$ cat src/rtl/instr_deser_if.sv
`default_nettype none
// ============================================================================
// Module   : instr_deser_if
// Purpose  : Serial instruction link plus the core-facing issue outputs of
//            instr_deser.
// Revision : 1.0 - initial release
// ============================================================================
interface instr_deser_if #(
   parameter int CNT_W = 8
);
   logic             ser_frame;
   logic             ser_valid;
   logic             ser_bit;
   logic [3:0]       opcode;
   logic [11:0]      instr;
   logic             btn_edge;
   logic             busy;
   logic             frame_err;
   logic [CNT_W-1:0] words_issued;

   // master drives the serial link, slave is the deserializer
   modport master (
      output ser_frame, ser_valid, ser_bit,
      input  opcode, instr, btn_edge, busy, frame_err, words_issued
   );

   modport slave (
      input  ser_frame, ser_valid, ser_bit,
      output opcode, instr, btn_edge, busy, frame_err, words_issued
   );
endinterface
`default_nettype wire

$ cat src/rtl/instr_deser.sv
`default_nettype none
// ============================================================================
// Module   : instr_deser
// Purpose  : MSB-first serial-to-parallel instruction front end with issue
//            pulse and hold-off. Optional macro INSTR_PARITY_EN adds a 17th
//            even-parity bit per frame.
// Revision : 1.0 - initial release
// ============================================================================
module instr_deser #(
   parameter int HOLD_CYCLES = 12,
   parameter int CNT_W       = 8
) (
   input  logic         clk,
   input  logic         rstn,
   instr_deser_if.slave bus
);

   typedef enum logic [1:0] {
      S_IDLE  = 2'd0,
      S_SHIFT = 2'd1,
      S_ISSUE = 2'd2,
      S_HOLD  = 2'd3
   } state_t;

   localparam logic [7:0] c_HOLD_LOAD = 8'(HOLD_CYCLES);
`ifdef INSTR_PARITY_EN
   localparam logic [4:0] c_PARITY_IDX = 5'd16;
`else
   localparam logic [4:0] c_LAST_DATA  = 5'd15;
`endif

   state_t           r_state;
   state_t           w_state_nxt;
   logic [15:0]      r_shift;
   logic [15:0]      w_shift_nxt;
   logic [4:0]       r_bit_cnt;
   logic [4:0]       w_bit_cnt_nxt;
   logic [7:0]       r_hold_cnt;
   logic [7:0]       w_hold_cnt_nxt;
   logic             r_armed;
   logic             w_armed_nxt;
   logic [3:0]       r_opcode;
   logic [3:0]       w_opcode_nxt;
   logic [11:0]      r_instr;
   logic [11:0]      w_instr_nxt;
   logic [CNT_W-1:0] r_words;
   logic [CNT_W-1:0] w_words_nxt;
   logic             r_btn_edge;
   logic             w_btn_edge_nxt;
   logic             r_busy;
   logic             w_busy_nxt;
   logic             r_frame_err;
   logic             w_frame_err_nxt;
   logic             w_strobe;

   assign w_strobe = bus.ser_frame & bus.ser_valid;

   always_ff @(posedge clk) begin
      if (!rstn) begin
         r_state     <= S_IDLE;
         r_shift     <= '0;
         r_bit_cnt   <= '0;
         r_hold_cnt  <= '0;
         r_armed     <= 1'b0;
         r_opcode    <= '0;
         r_instr     <= '0;
         r_words     <= '0;
         r_btn_edge  <= 1'b0;
         r_busy      <= 1'b0;
         r_frame_err <= 1'b0;
      end else begin
         r_state     <= w_state_nxt;
         r_shift     <= w_shift_nxt;
         r_bit_cnt   <= w_bit_cnt_nxt;
         r_hold_cnt  <= w_hold_cnt_nxt;
         r_armed     <= w_armed_nxt;
         r_opcode    <= w_opcode_nxt;
         r_instr     <= w_instr_nxt;
         r_words     <= w_words_nxt;
         r_btn_edge  <= w_btn_edge_nxt;
         r_busy      <= w_busy_nxt;
         r_frame_err <= w_frame_err_nxt;
      end
   end

   always_comb begin
      w_state_nxt     = r_state;
      w_shift_nxt     = r_shift;
      w_bit_cnt_nxt   = r_bit_cnt;
      w_hold_cnt_nxt  = r_hold_cnt;
      w_armed_nxt     = r_armed | ~bus.ser_frame;
      w_opcode_nxt    = r_opcode;
      w_instr_nxt     = r_instr;
      w_words_nxt     = r_words;
      w_frame_err_nxt = 1'b0;

      case (r_state)
         S_IDLE: begin
            // a frame held high across the previous word never re-arms
            if (r_armed && w_strobe) begin
               w_shift_nxt   = {15'd0, bus.ser_bit};
               w_bit_cnt_nxt = 5'd1;
               w_armed_nxt   = 1'b0;
               w_state_nxt   = S_SHIFT;
            end
         end

         S_SHIFT: begin
            if (!bus.ser_frame) begin
               w_frame_err_nxt = 1'b1;
               w_shift_nxt     = '0;
               w_bit_cnt_nxt   = '0;
               w_state_nxt     = S_IDLE;
            end else if (bus.ser_valid) begin
`ifdef INSTR_PARITY_EN
               if (r_bit_cnt == c_PARITY_IDX) begin
                  w_bit_cnt_nxt = '0;
                  if ((^r_shift) == bus.ser_bit) begin
                     w_opcode_nxt = r_shift[15:12];
                     w_instr_nxt  = r_shift[11:0];
                     w_words_nxt  = r_words + CNT_W'(1);
                     w_state_nxt  = S_ISSUE;
                  end else begin
                     w_frame_err_nxt = 1'b1;
                     w_state_nxt     = S_IDLE;
                  end
               end else begin
                  w_shift_nxt   = {r_shift[14:0], bus.ser_bit};
                  w_bit_cnt_nxt = r_bit_cnt + 5'd1;
               end
`else
               w_shift_nxt   = {r_shift[14:0], bus.ser_bit};
               w_bit_cnt_nxt = r_bit_cnt + 5'd1;
               if (r_bit_cnt == c_LAST_DATA) begin
                  w_opcode_nxt  = w_shift_nxt[15:12];
                  w_instr_nxt   = w_shift_nxt[11:0];
                  w_words_nxt   = r_words + CNT_W'(1);
                  w_bit_cnt_nxt = '0;
                  w_state_nxt   = S_ISSUE;
               end
`endif
            end
         end

         S_ISSUE: begin
            w_frame_err_nxt = w_strobe;
            w_hold_cnt_nxt  = c_HOLD_LOAD;
            w_state_nxt     = S_HOLD;
         end

         S_HOLD: begin
            w_frame_err_nxt = w_strobe;
            w_hold_cnt_nxt  = r_hold_cnt - 8'd1;
            if (r_hold_cnt == 8'd1) begin
               w_state_nxt = S_IDLE;
            end
         end

         default: begin
            w_state_nxt = S_IDLE;
         end
      endcase
   end

   // issue/busy flags are registered alongside the state they decode
   assign w_btn_edge_nxt = (w_state_nxt == S_ISSUE);
   assign w_busy_nxt     = (w_state_nxt == S_ISSUE) || (w_state_nxt == S_HOLD);

   assign bus.opcode       = r_opcode;
   assign bus.instr        = r_instr;
   assign bus.btn_edge     = r_btn_edge;
   assign bus.busy         = r_busy;
   assign bus.frame_err    = r_frame_err;
   assign bus.words_issued = r_words;

endmodule
`default_nettype wire

$ cat src/flat_wrapper.sv
// flat-port wrapper written by rule: the top's interface ports become plain ports
module instr_deser_flat 
#(
   parameter int HOLD_CYCLES = 12,
   parameter int CNT_W       = 8
)
  (clk, rstn, bus_ser_frame, bus_ser_valid, bus_ser_bit, bus_opcode, bus_instr, bus_btn_edge, bus_busy, bus_frame_err, bus_words_issued);
  instr_deser_if #(.CNT_W(CNT_W)) bus_i ();
  input  logic clk;
  input  logic rstn;
  input wire logic [$bits(bus_i.ser_frame)-1:0] bus_ser_frame;
  input wire logic [$bits(bus_i.ser_valid)-1:0] bus_ser_valid;
  input wire logic [$bits(bus_i.ser_bit)-1:0] bus_ser_bit;
  output wire logic [$bits(bus_i.opcode)-1:0] bus_opcode;
  output wire logic [$bits(bus_i.instr)-1:0] bus_instr;
  output wire logic [$bits(bus_i.btn_edge)-1:0] bus_btn_edge;
  output wire logic [$bits(bus_i.busy)-1:0] bus_busy;
  output wire logic [$bits(bus_i.frame_err)-1:0] bus_frame_err;
  output wire logic [$bits(bus_i.words_issued)-1:0] bus_words_issued;
  assign bus_i.ser_frame = bus_ser_frame;
  assign bus_i.ser_valid = bus_ser_valid;
  assign bus_i.ser_bit = bus_ser_bit;
  assign bus_opcode = bus_i.opcode;
  assign bus_instr = bus_i.instr;
  assign bus_btn_edge = bus_i.btn_edge;
  assign bus_busy = bus_i.busy;
  assign bus_frame_err = bus_i.frame_err;
  assign bus_words_issued = bus_i.words_issued;
  instr_deser #(.HOLD_CYCLES(HOLD_CYCLES), .CNT_W(CNT_W)) u_core (.clk(clk), .rstn(rstn), .bus(bus_i));
endmodule
$ cat config.mk
export PLATFORM = sky130hd
export DESIGN_NAME = instr_deser_flat
export DESIGN_NICKNAME = d
export VERILOG_FILES = /design/src/rtl/instr_deser_if.sv /design/src/rtl/instr_deser.sv /design/src/flat_wrapper.sv
export SDC_FILE = /design/constraint.sdc
export NUM_CORES = 1
export LEC_CHECK = 0
export CAP_MARGIN = 30
export CORE_AREA = 2 2 70 72
export CTS_CLUSTER_SIZE = 8
export DETAILED_ROUTE_END_ITERATION = 10
export DIE_AREA = 0 0 72 74
export PLACE_DENSITY = 0.76
export SETUP_SLACK_MARGIN = 0.4
export SYNTH_ARGS = -nofsm -noshare
export SYNTH_HDL_FRONTEND = slang
export SYNTH_SLANG_ARGS = --single-unit
$ cat constraint.sdc
create_clock -name clk -period 2.1 [get_ports clk]
set_input_delay 0.42 -clock clk [delete_from_list [all_inputs] [get_ports clk]]
set_output_delay 0.42 -clock clk [all_outputs]
set_load 0.1 [all_outputs]
* Word level (Yosys, flattened, before mapping)
Index checks and enable logic that the tools add are counted.
Storage, ports and cells: logic and storage cells 54, input port bits 5, output and inout port bits 27, bits in registers 58
Cells by class: add/sub/neg operators 3, multiplexer cells 20, bitwise logic cells 3, reductions and logical operators 8, eq/ne operators 9
Operators by type and width (number):
- $mux 15 | 3
- $pmux 15 s2 | 1
- $mux 5 | 4
- $pmux 8 s2 | 1
- $mux 2 | 5
- $pmux 5 s2 | 1
- $add 8x1->8 const B | 1
- $eq 2x2->1 const B | 4
- $eq 8x1->1 const B | 1
- $pmux 2 s4 | 1
- $sub 8x1->8 const B | 1
- $add 5x1->5 const B | 1
- $eq 5x4->1 const B | 1
- $reduce_and 4->1 | 1
- $reduce_bool 2->1 | 2
- $mux 1 | 3
- $ne 3x3->1 const B | 1
- $reduce_and 3->1 | 1
- $eq 2x1->1 const B | 1
- $logic_not 2->1 | 1
- $ne 2x1->1 const B | 1
- $pmux 1 s2 | 1
- $reduce_or 2->1 | 1
- $and 1x1->1 | 1
- 4 further kinds | 4

* Longest topological paths before layout
Gate-level depths: netlist (run 1).
depth in word-level cells 7, depth in mapped cells 8, gate-level depth less buffers 6

* Worst setup path after synthesis (run 1)
OpenSTA, ideal clock, no wires.
kind flip-flop to flip-flop, start point register u_core.r_words[2] (netlist: u_core.bus.words_issued[2]), end point register u_core.r_words[6] (netlist: u_core.bus.words_issued[6]), data arrival time 1.909 ns, setup slack 0.121 ns, required time 2.030 ns, stages on the path, launching flop included 5, path through dfxtp_1 > and2_1 > nand4_1 > or3_1 > a21oi_1
Between the ends: longest elaborated chain between the ends 1
RTL lines:
- from (decl) | RTL line instr_deser.sv:46 | logic [CNT_W-1:0] r_words;
- from (signal assigned) | RTL line instr_deser.sv:79 | r_words <= w_words_nxt;
- $add 8x1->8 | RTL line instr_deser.sv:137 | w_words_nxt = r_words + CNT_W'(1);
Every way passes these cells. A chain may end at the register's enable or synchronous reset.

* Worst setup path after layout (run 1)
start point register u_core.r_hold_cnt[5], end point register u_core.r_state[0]
Between the ends: longest elaborated chain between the ends 3
RTL lines:
- from (decl) | RTL line instr_deser.sv:38 | logic [7:0] r_hold_cnt;
- from (signal assigned) | RTL line instr_deser.sv:75 | r_hold_cnt <= w_hold_cnt_nxt;
- $eq 8x1->1 | RTL line instr_deser.sv:154 | if (r_hold_cnt == 8'd1) begin
- $mux 2 | RTL line instr_deser.sv:154
- $pmux 2 s4 | RTL line instr_deser.sv:97 | case (r_state)
- to (signal assigned) | RTL line instr_deser.sv:72 | r_state <= w_state_nxt;
- to (decl) | RTL line instr_deser.sv:32 | state_t r_state;
Every way passes these cells.

==> results summary, run 1 <==
The total negative slack for setup checks is 0 ps. The TritonCTS clock tree is yes. The worst pin sits at a relative slew slack of 52.1%. The final design instance area without fill is 2990 um^2. The power density over the cells came out at 861 nW/um^2. The number of standard cells after synthesis came out at 288. The antenna diode count is 0. The cell area after placement came out at 2720 um^2.

The global-route usage over all layers came out at 19.7%. The max-cap violation count came out at 0. After detailed routing, the number of remaining DRC violations is 0. The overflow left after global routing came out at 0. Registers are responsible for 45.9% of the overall power. The synthesized flop and latch total came out at 58. During synthesis, Yosys emitted a total of 0 warnings. The clock insertion delay at the later pin of the skew report came out at 330 ps.

Once the floorplan was initialized, standard cells occupied 51.2% of the core. The flow ran to the end, and the final reports show no timing, DRC or antenna violations. In this run, the number of DRC markers left after iteration 0 of detailed routing was 73. The fraction of final layout cells with drive strength greater than 1 came out at 24.9%. The overall die height is 74 um. Of all flip-flops after synthesis, the portion carrying an async set or reset was 0%. The mapped cell area came out at 2350 um^2. The number of antenna violations at the first check in global routing is 0. The floorplan has 25 rows. The total area inside the core boundary comes to 4600 um^2.

The final count of pins violating max slew came out at 0. The die area came out at 5330 um^2. The net switching power figure is 0.000680 W. The count of flip-flops with a built-in enable after synthesis is 0. Of all nets on the critical path, the largest fanout is 4. The highest attainable clock frequency came out at 0.614 GHz.

The switching portion of total power came out at 26.4%. Setup repair after global routing left no endpoint under its margin. The average wire length per cell after detail routing came out at 13.0 um. The placed instance count came out at 369. The tightest min-delay check is of the reg2reg type.

Of the synthesized area, sequential elements account for 49.3%. Across the VDD grid, the largest voltage drop is 565 uV. The maximum level of the CTS H-tree came out at 3. For this design the static power due to leakage is 1.14 nW. The number of CTS-inserted buffers came out at 9. The number of placed I/O pins came out at 32. When the netlist entered floorplanning its net count stood at 297. STA classifies the critical path endpoint as a flip-flop. The area added between synthesis and finish is 26.9%. The share of power burned in the clock network is 40.3%. The root buffer cell chosen for the clock tree is sky130_fd_sc_hd__clkbuf_8. The number of cells in the finished layout apart from fillers came out at 388.

The buffer depth of the longest clock path is 2. The number of global-route vias before repair is 1,850. For the worst setup path, the data arrival time is 1860 ps. The detailed placement HPWL is 3.35 mm.

From left edge to right edge, the die measures 72 um. After clock tree synthesis, the clock-pin slew on the worst setup and hold paths is 60 ps. The critical path is of the reg2reg type. The required time reported for the critical path endpoint came out at 2330 ps.

Cell internal power was estimated by the tool at 0.00189 W. The synthesized netlist contains 36 unique library cells. The clock sink count came out at 58. STA classifies the critical path startpoint as a flip-flop. The ratio of routed vias to standard cells is 5.39. The number of buffers inserted by hold repair at cts is 0.

Once detail routing completed, the nets flagged for antenna violations numbered 0. The first-pass GRT wire length is 8.16 mm. The post-placement setup slack is 56.8 ps.

The detailed-routing iteration count for the pre-antenna-repair pass came out at 4. The final RePlAce weighted congestion came out at 0.806. The leading register cell type out of synthesis is sky130_fd_sc_hd__dfxtp_1. The clock period minus final worst setup slack is 1630 ps. The transition time at the pin with the least slew margin came out at 711 ps.

The smallest setup slack after layout is 470 ps. The count of final setup violators came out at 0. The maximum number of pins on one net before global-route repair is 39.

The final period utilization is 77.6%. The total vias in the final route is 2,093. Summed over all layers, the routed wires come to 5.03 mm. The largest clock skew in the final design came out at 7.11 ps. The combinational cell fraction of total power is 13.8%. Once layout is complete, the utilization of the core stands at 65.0%.

The number of endpoints with negative hold slack in the final report was 0. The synthesized area per cell came out at 8.17 um^2. Buffers placed on the I/O ports in this run total 31.

The total number of nets in the final design is 338.
-- kinds of logic after synthesis --
logic type | after synthesis | share of synthesized area [%]
AO/OA/AOI/OAI | 68 | 16.4
XOR/XNOR | 7 | 2.61
adder cells (fa/ha/maj) | 4 | 2.13
buffers and inverters | 24 | 4.52
flip-flops | 58 | 49.3
AND/OR/NAND/NOR | 127 | 25.0
-- path summary, 6_finish.rpt --
kind | startpoint | endpoint | slack (ps) | cells past startpoint
max | u_core.r_hold_cnt[5] | u_core.r_state[0] | 470 | 4
min | u_core.bus.instr[10] | u_core.bus.instr[10] | 450 | 2
max reg2reg | u_core.r_hold_cnt[5] | u_core.r_state[0] | 470 | 4
min reg2reg | u_core.bus.instr[10] | u_core.bus.instr[10] | 450 | 2
-- power by group through the flow --
stage / clock, W / sequential (W) / combinational (W)
floorplan: 0 / 0.00123 / 0.000208
global placement: 0 / 0.00120 / 0.000323
detailed placement: 0 / 0.00120 / 0.000330
CTS: 0.00106 / 0.00117 / 0.000333
global route: 0.00111 / 0.00119 / 0.000389
finish: 0.00103 / 0.00118 / 0.000355
-- cells in the mapped netlist (all sizes together), types with 2 or more instances --
cell type	number	share of area (%)
nand3	20	4.3
xor2	2	0.74
buf	7	1.7
nor3	3	0.64
a21oi	48	10
xnor2	5	1.9
nor2	20	3.2
dfxtp	58	49
nand4	3	0.80
o21ai	13	2.8
ha	4	2.1
and4b	3	1.3
nand2	61	9.7
nand2b	2	0.53
nand3b	3	0.96
clkbuf	11	1.9
inv	5	0.80
or3	5	1.4
and2	2	0.53
-- sequential cells by signal, summed over array words and instances, names as in the netlist --
| register | flops |
|---|---|
| u_core.r_state | 2 |
| u_core.bus.btn_edge | 1 |
| u_core.bus.opcode | 4 |
| u_core.r_armed | 1 |
| u_core.bus.instr | 12 |
| u_core.r_hold_cnt | 8 |
| u_core.bus.frame_err | 1 |
| u_core.bus.busy | 1 |
| u_core.r_bit_cnt | 5 |
| u_core.r_shift | 15 |
| u_core.bus.words_issued | 8 |
-- cells in the final DEF (no fill, tap or decap), types with 3 or more instances in the layout --
master,netlist,layout
sky130_fd_sc_hd__or3_1,4,3
sky130_fd_sc_hd__nand3b_1,3,3
sky130_fd_sc_hd__nand3_1,20,20
sky130_fd_sc_hd__o21ai_0,12,12
sky130_fd_sc_hd__inv_1,5,5
sky130_fd_sc_hd__nand4_1,3,3
sky130_fd_sc_hd__dfxtp_2,0,10
sky130_fd_sc_hd__clkinv_2,0,3
sky130_fd_sc_hd__clkbuf_8,0,11
sky130_fd_sc_hd__dfxtp_1,58,47
sky130_fd_sc_hd__nand2_1,61,61
sky130_fd_sc_hd__a21oi_1,48,47
sky130_fd_sc_hd__buf_4,2,40
sky130_fd_sc_hd__nor2_1,20,20
sky130_fd_sc_hd__xnor2_1,5,5
sky130_fd_sc_hd__nor3_1,3,3
sky130_fd_sc_hd__ha_1,4,3
-- repair_timing --
action | CTS | global route
gates resized for setup | 1 | 16
endpoints found under the hold margin | 0 | 0
pin swaps | 1 | 8
setup endpoints to repair | 4 | 17
buffers inserted | 0 | 2
gates cloned | 0 | 1
-- per-layer routing --
layer  routed length (um)  GRT usage [%]  vias up
li1                     -              -     1065
met1                 2210           24.4      977
met2                 2490           32.9       39
met3                  243           5.69       12
met4                   81           7.55        0
met5                    0              0        -
-- stage by stage --
step           hold WS, ps  power [W]
2_1_floorplan          425    0.00143
3_3_place_gp           443    0.00152
3_5_place_dp           449    0.00153
4_1_cts                458    0.00257
5_1_grt                473    0.00268
6_report               453    0.00257
-- final cells by class --
type	instances	area, um^2
Sequential cell	58	1180
Clock inverter	5	52.6
Timing Repair Buffer	48	404
Clock buffer	11	151
Inverter	6	22.5
Fill cell	393	1610
Tap cell	54	67.6
Multi-Input combinational cell	206	1110
-- critical path: stages, from the launching register on --
cell	delay, ps
sky130_fd_sc_hd__dfxtp_2	330
sky130_fd_sc_hd__or4_4	570
sky130_fd_sc_hd__o41ai_4	340
sky130_fd_sc_hd__o21ai_1	120
sky130_fd_sc_hd__and3_1	170
Power figures use the tool's default switching activity.
==> run 2, diff against run 1 <==
--- a/config.mk
+++ b/config.mk
@@ -6,11 +6,11 @@
 export NUM_CORES = 1
 export LEC_CHECK = 0
 export CAP_MARGIN = 30
-export CORE_AREA = 2 2 70 72
+export CORE_AREA = 2 2 74 76
 export CTS_CLUSTER_SIZE = 8
 export DETAILED_ROUTE_END_ITERATION = 10
-export DIE_AREA = 0 0 72 74
-export PLACE_DENSITY = 0.76
+export DIE_AREA = 0 0 76 78
+export PLACE_DENSITY = 0.71
 export SETUP_SLACK_MARGIN = 0.4
 export SYNTH_ARGS = -nofsm -noshare
 export SYNTH_HDL_FRONTEND = slang
==> constraint.sdc (replaced) <==
create_clock -name clk -period 1.4 [get_ports clk]
set_input_delay 0.28 -clock clk [delete_from_list [all_inputs] [get_ports clk]]
set_output_delay 0.28 -clock clk [all_outputs]
set_load 0.1 [all_outputs]
==> results summary, run 2 <==
Outcome: stopped before the end (was finished clean). The terminating stage of the flow is global routing. The first error in the log reads "[ERROR DPL-0033] detailed placement checks failed during check placement". The number of placed I/O pins came out at 32 (unchanged). The placed instance count came out at 405 (was 369). The mapped cell area was 2350 um^2 (unchanged). The detailed placement HPWL came out at 3.82 mm (was 3.35 mm). The portion of synthesized cell area occupied by the leading cell type is 49.3% (unchanged). The fraction of synthesis flops using an asynchronous set or reset pin came out at 0% (unchanged). The overall die height is 78 um (was 74 um).

The number of distinct library cell variants in the gate-level netlist after synthesis is 36 (unchanged). The sequential-to-total area share from yosys stat came out at 49.3% (unchanged). The maximum level of the CTS H-tree was 3 (unchanged). The dominant combinational cell family by area after synthesis was simple AND/OR/NAND/NOR gates (unchanged). The compound-cell area share of the yosys netlist is 16.4% (unchanged).

The leading register cell type out of synthesis is sky130_fd_sc_hd__dfxtp_1 (unchanged). The maximum number of pins on one net before global-route repair is 39. The chip width is 76 um (was 72 um). The initial cell density of the core came out at 46.7% (was 51.2%). The final RePlAce weighted congestion is 0.784 (was 0.806). The total number of placement rows is 26 (was 25).

The biggest area consumer among synthesized cells is sky130_fd_sc_hd__dfxtp_1 (unchanged). The count of flip-flops with a built-in enable after synthesis came to 0 (unchanged). The yosys synthesis warning count is 0 (unchanged). Synth cell count leaders: sky130_fd_sc_hd__nand2_1 (61), sky130_fd_sc_hd__dfxtp_1 (58), sky130_fd_sc_hd__a21oi_1 (48) (unchanged). The post-synthesis net count came out at 297 (unchanged). The number of CTS-inserted buffers is 9 (unchanged).

The number of antenna violations at the first check in global routing was 1. The simple-gate share of the synthesized area came to 25.0% (unchanged). The pin category terminating the worst setup path after the last repair is a register input. Cell types with the largest area share after synthesis: sky130_fd_sc_hd__dfxtp_1 (49%), sky130_fd_sc_hd__a21oi_1 (10%), sky130_fd_sc_hd__nand2_1 (9.7%), sky130_fd_sc_hd__nand3_1 (4.3%), sky130_fd_sc_hd__nor2_1 (3.2%) (unchanged). The number of buffers added on ports was 31 (unchanged). The multiplexer fraction of the synthesized cell area is 0% (unchanged). The clock sink count was 58 (unchanged). The number of standard cells after synthesis is 288 (unchanged). The synthesized flop and latch total came to 58 (unchanged).

The xor-xnor portion of the synthesized cell area came out at 2.60% (unchanged). The number of buffers inserted by hold repair at cts is 0 (unchanged). The endpoint with the least setup slack after the last repair is u_core.bus.words_issued[4]$_SDFFE_PN0P_/D. The most frequently used cell type in the post-synthesis netlist is sky130_fd_sc_hd__nand2_1 (unchanged). The synthesized area per cell is 8.17 um^2 (unchanged). The buffer depth of the longest clock path is 2 (unchanged). The adder and majority cell fraction of the synthesized area is 2.13% (unchanged). The buffer cell driving the clock tree root is sky130_fd_sc_hd__clkbuf_8 (unchanged).
-- run 2: cell counts after synthesis --
No cell type changed its count.
-- run 2: cells by family after synthesis --
group / Yosys count
flops: 58
xor+xnor: 7
simple gates: 127
compound gates: 68
buf+inv: 24
fa+ha+maj: 4
-- run 2: per-stage QoR --
| step | utilization [%] | worst slack (ps) | hold slack, ps | area, um^2 |
|---|---|---|---|---|
| floorplan | - | -109 | 408 | 2610 |
| CTS | 90.9 | -155 | 472 | 4580 |
| global placement | 67.7 | -476 | 445 | 3420 |
| detailed placement | 67.7 | -504 | 457 | 3420 |
-- run 2: repair_timing --
action	4_1_cts
resized for setup	129
endpoints found under the setup margin	85
pin swaps	51
cloned	9
buffers inserted	35
hold endpoints to repair	0
==> run 3, diff against run 2 <==
--- a/config.mk
+++ b/config.mk
@@ -6,12 +6,10 @@
 export NUM_CORES = 1
 export LEC_CHECK = 0
 export CAP_MARGIN = 30
-export CORE_AREA = 2 2 74 76
-export CTS_CLUSTER_SIZE = 8
+export CORE_AREA = 2 2 80 82
 export DETAILED_ROUTE_END_ITERATION = 10
-export DIE_AREA = 0 0 76 78
-export PLACE_DENSITY = 0.71
-export SETUP_SLACK_MARGIN = 0.4
+export DIE_AREA = 0 0 82 84
+export PLACE_DENSITY_LB_ADDON = 0.15
 export SYNTH_ARGS = -nofsm -noshare
 export SYNTH_HDL_FRONTEND = slang
 export SYNTH_SLANG_ARGS = --single-unit
==> constraint.sdc (replaced) <==
create_clock -name clk -period 1.8 [get_ports clk]
set_input_delay 0.36 -clock clk [delete_from_list [all_inputs] [get_ports clk]]
set_output_delay 0.36 -clock clk [all_outputs]
set_load 0.1 [all_outputs]
==> results summary, run 3 (synthesis results as in run 1) <==
Outcome: finished clean (was stopped before the end). The commonest non-fill, non-tap cell in the layout is sky130_fd_sc_hd__nand2_1. The overflow left after global routing came out at 0. The worst reg-to-reg setup slack is 110 ps. Max-cap violations in this run came to 0. After floorplanning, the core was sized to cover 6100 um^2.

The worst path uses 93.6% of the clock period. The violation count after the first detailed-routing iteration came out at 87. The first-pass GRT wire length is 8.64 mm.

The initial cell density of the core is 38.6% (was 46.7%). The peak ir drop on the vdd network is 485 uV. The buffer cell driving the clock tree root is sky130_fd_sc_hd__clkbuf_8 (unchanged). In the layout the commonest cells are sky130_fd_sc_hd__nand2_1 (61), sky130_fd_sc_hd__dfxtp_1 (52), sky130_fd_sc_hd__a21oi_1 (48), sky130_fd_sc_hd__buf_12 (28). The total number of nets in the final design came out at 342. In this run the worst setup path begins at u_core.r_hold_cnt[5]. The analysis attributes to cell leakage a power of 1.22 nW.

The largest clock skew in the final design came out at 6.20 ps. The worst hold path begins at u_core.r_bit_cnt[4]. The number of CTS-inserted buffers came out at 9 (unchanged). The maximum number of pins on one net before global-route repair came out at 32. The register with the most flip-flops in the layout has 15 of them.

The clock slew at the register clock pins of the worst setup and hold paths came out at 60 ps. The final count of pins violating max slew was 0. The capturing element type of the critical path is a flip-flop.

The transition time at the pin with the least slew margin came out at 645 ps. Cells fill 55.0% of the core in the end. The startpoint identified for the worst register-to-register timing path is u_core.r_hold_cnt[5].

The final RePlAce weighted congestion came out at 0.783 (was 0.784). The post-placement setup slack is -205 ps (was -504 ps). The signal on the critical path passes through or4_4, o41ai_4, o21ai_1, and3_1. Of all nets on the critical path, the largest fanout is 4. The worst setup path is launched from a flip-flop. The power density over the cells is 937 nW/um^2. The clock sink count is 58 (unchanged). The worst-case headroom to the max-slew limit is 56.5%. The count of nets left with antenna violations after detail routing came out at 0. The post-route total power came out at 0.00314 W. Counting I/O delays and the setup requirement, the final critical path takes 1690 ps.

The final wirelength came out at 5.10 mm. For the worst flop-to-flop path, the logic depth is 4. The total vias in the final route came out at 2,082. The repair_antennas step left the layout with diodes totalling 0. The number of remaining DRC errors is 0.

The number of placed I/O pins is 32 (unchanged). Once routing completed, OpenROAD measured the worst setup slack at 115 ps. The kind of critical path is reg2reg.

The minimum hold slack is 455 ps. The average wire length per cell after detail routing is 12.3 um. The finished cells cover 3350 um^2.

The number of global-route vias before repair is 1,930. The required time reported for the critical path endpoint came out at 2030 ps. The ratio of routed vias to standard cells came out at 5.04.

The end of the worst register-to-register path is u_core.r_state[0]. The die area is 6890 um^2. The highest attainable clock frequency came out at 0.593 GHz. The detailed placement HPWL came out at 3.54 mm (was 3.82 mm).

The global-route usage over all layers is 16.2%. The area added between synthesis and finish is 42.5%. The overall die height came out at 84 um (was 78 um).

The classification of the worst-slack hold path is reg2reg. STA puts the critical path data arrival time at 1910 ps. u_core.r_shift holds more flip-flops than any other register.

The maximum level of the CTS H-tree came to 3 (unchanged). The number of buffers added on ports is 31 (unchanged). The number of endpoints with negative hold slack in the final report came to 0.

The clock insertion delay at the later pin of the skew report is 330 ps. For this run, the detailed router's first-pass iteration total came to 4. The fraction of final layout cells with drive strength greater than 1 came out at 22.9%. The count of final setup violators came out at 0. The highest cell delay on the worst timing path is 570 ps. The number of antenna violations at the first check in global routing is 0.

The total number of placement rows is 29 (was 26). The buffer depth of the longest clock path is 2 (unchanged). TritonCTS built the clock tree. The chip width is 82 um (was 76 um). The cell area after placement came to 3120 um^2 (was 3420 um^2). The most critical setup path has its endpoint at u_core.r_state[0]. The number of buffers inserted by hold repair at cts came to 0 (unchanged).

The slowest stage of the critical path is the sky130_fd_sc_hd__or4_4 cell.
-- run 3: per-layer routing --
layer	vias up	wire, um	track usage, %
met4	0	75	5.45
met5	-	0	0
li1	1067	-	-
met1	978	2360	20.0
met2	30	2460	25.5
met3	7	200	6.28
-- run 3: through the flow --
step           instances  TNS, ps
2_1_floorplan        288        0
3_3_place_gp         398    -3640
3_5_place_dp         398    -4370
4_1_cts              412        0
5_1_grt              413    -6.05
6_report             413        0
-- run 3: cell type report --
| cell class | count | area, um^2 |
|---|---|---|
| flip-flops and latches | 58 | 1170 |
| inverters | 6 | 22.5 |
| clock inverters | 2 | 60.1 |
| well taps | 77 | 96.3 |
| multi-input cells | 206 | 1090 |
| clock buffers | 12 | 165 |
| repair buffers | 52 | 751 |
| fillers | 569 | 2740 |
-- run 3: critical path: cells and delay by family (launching register included) --
kind             cells  cell delay (ps)
AND/OR/NAND/NOR      2              750
AO/OA/AOI/OAI        2              510
flip-flops           1              320
-- run 3: timing repair --
| action | CTS | global route |
|---|---|---|
| hold endpoints to repair | 0 | 0 |
| setup endpoints to repair | 0 | 3 |
| gates resized for setup | 0 | 4 |
| setup buffers | 0 | 1 |
-- run 3: worst min-delay path by stage --
stage	to	slack, ps	cells after the start
final	u_core.r_bit_cnt[4]	450	2
after CTS	u_core.r_bit_cnt[4]	460	2
after global placement	u_core.r_shift[14]	440	2
after detailed placement	u_core.r_bit_cnt[4]	450	2
after global routing	u_core.r_bit_cnt[4]	490	2
after floorplan	u_core.r_bit_cnt[4]	420	2
-- run 3: power by group --
group	internal, W	total [W]	switching [W]	leakage, nW
logic	0.000174	0.000420	0.000246	0.629
clock network	0.000877	0.00135	0.000476	0.115
registers	0.00133	0.00137	0.0000409	0.472
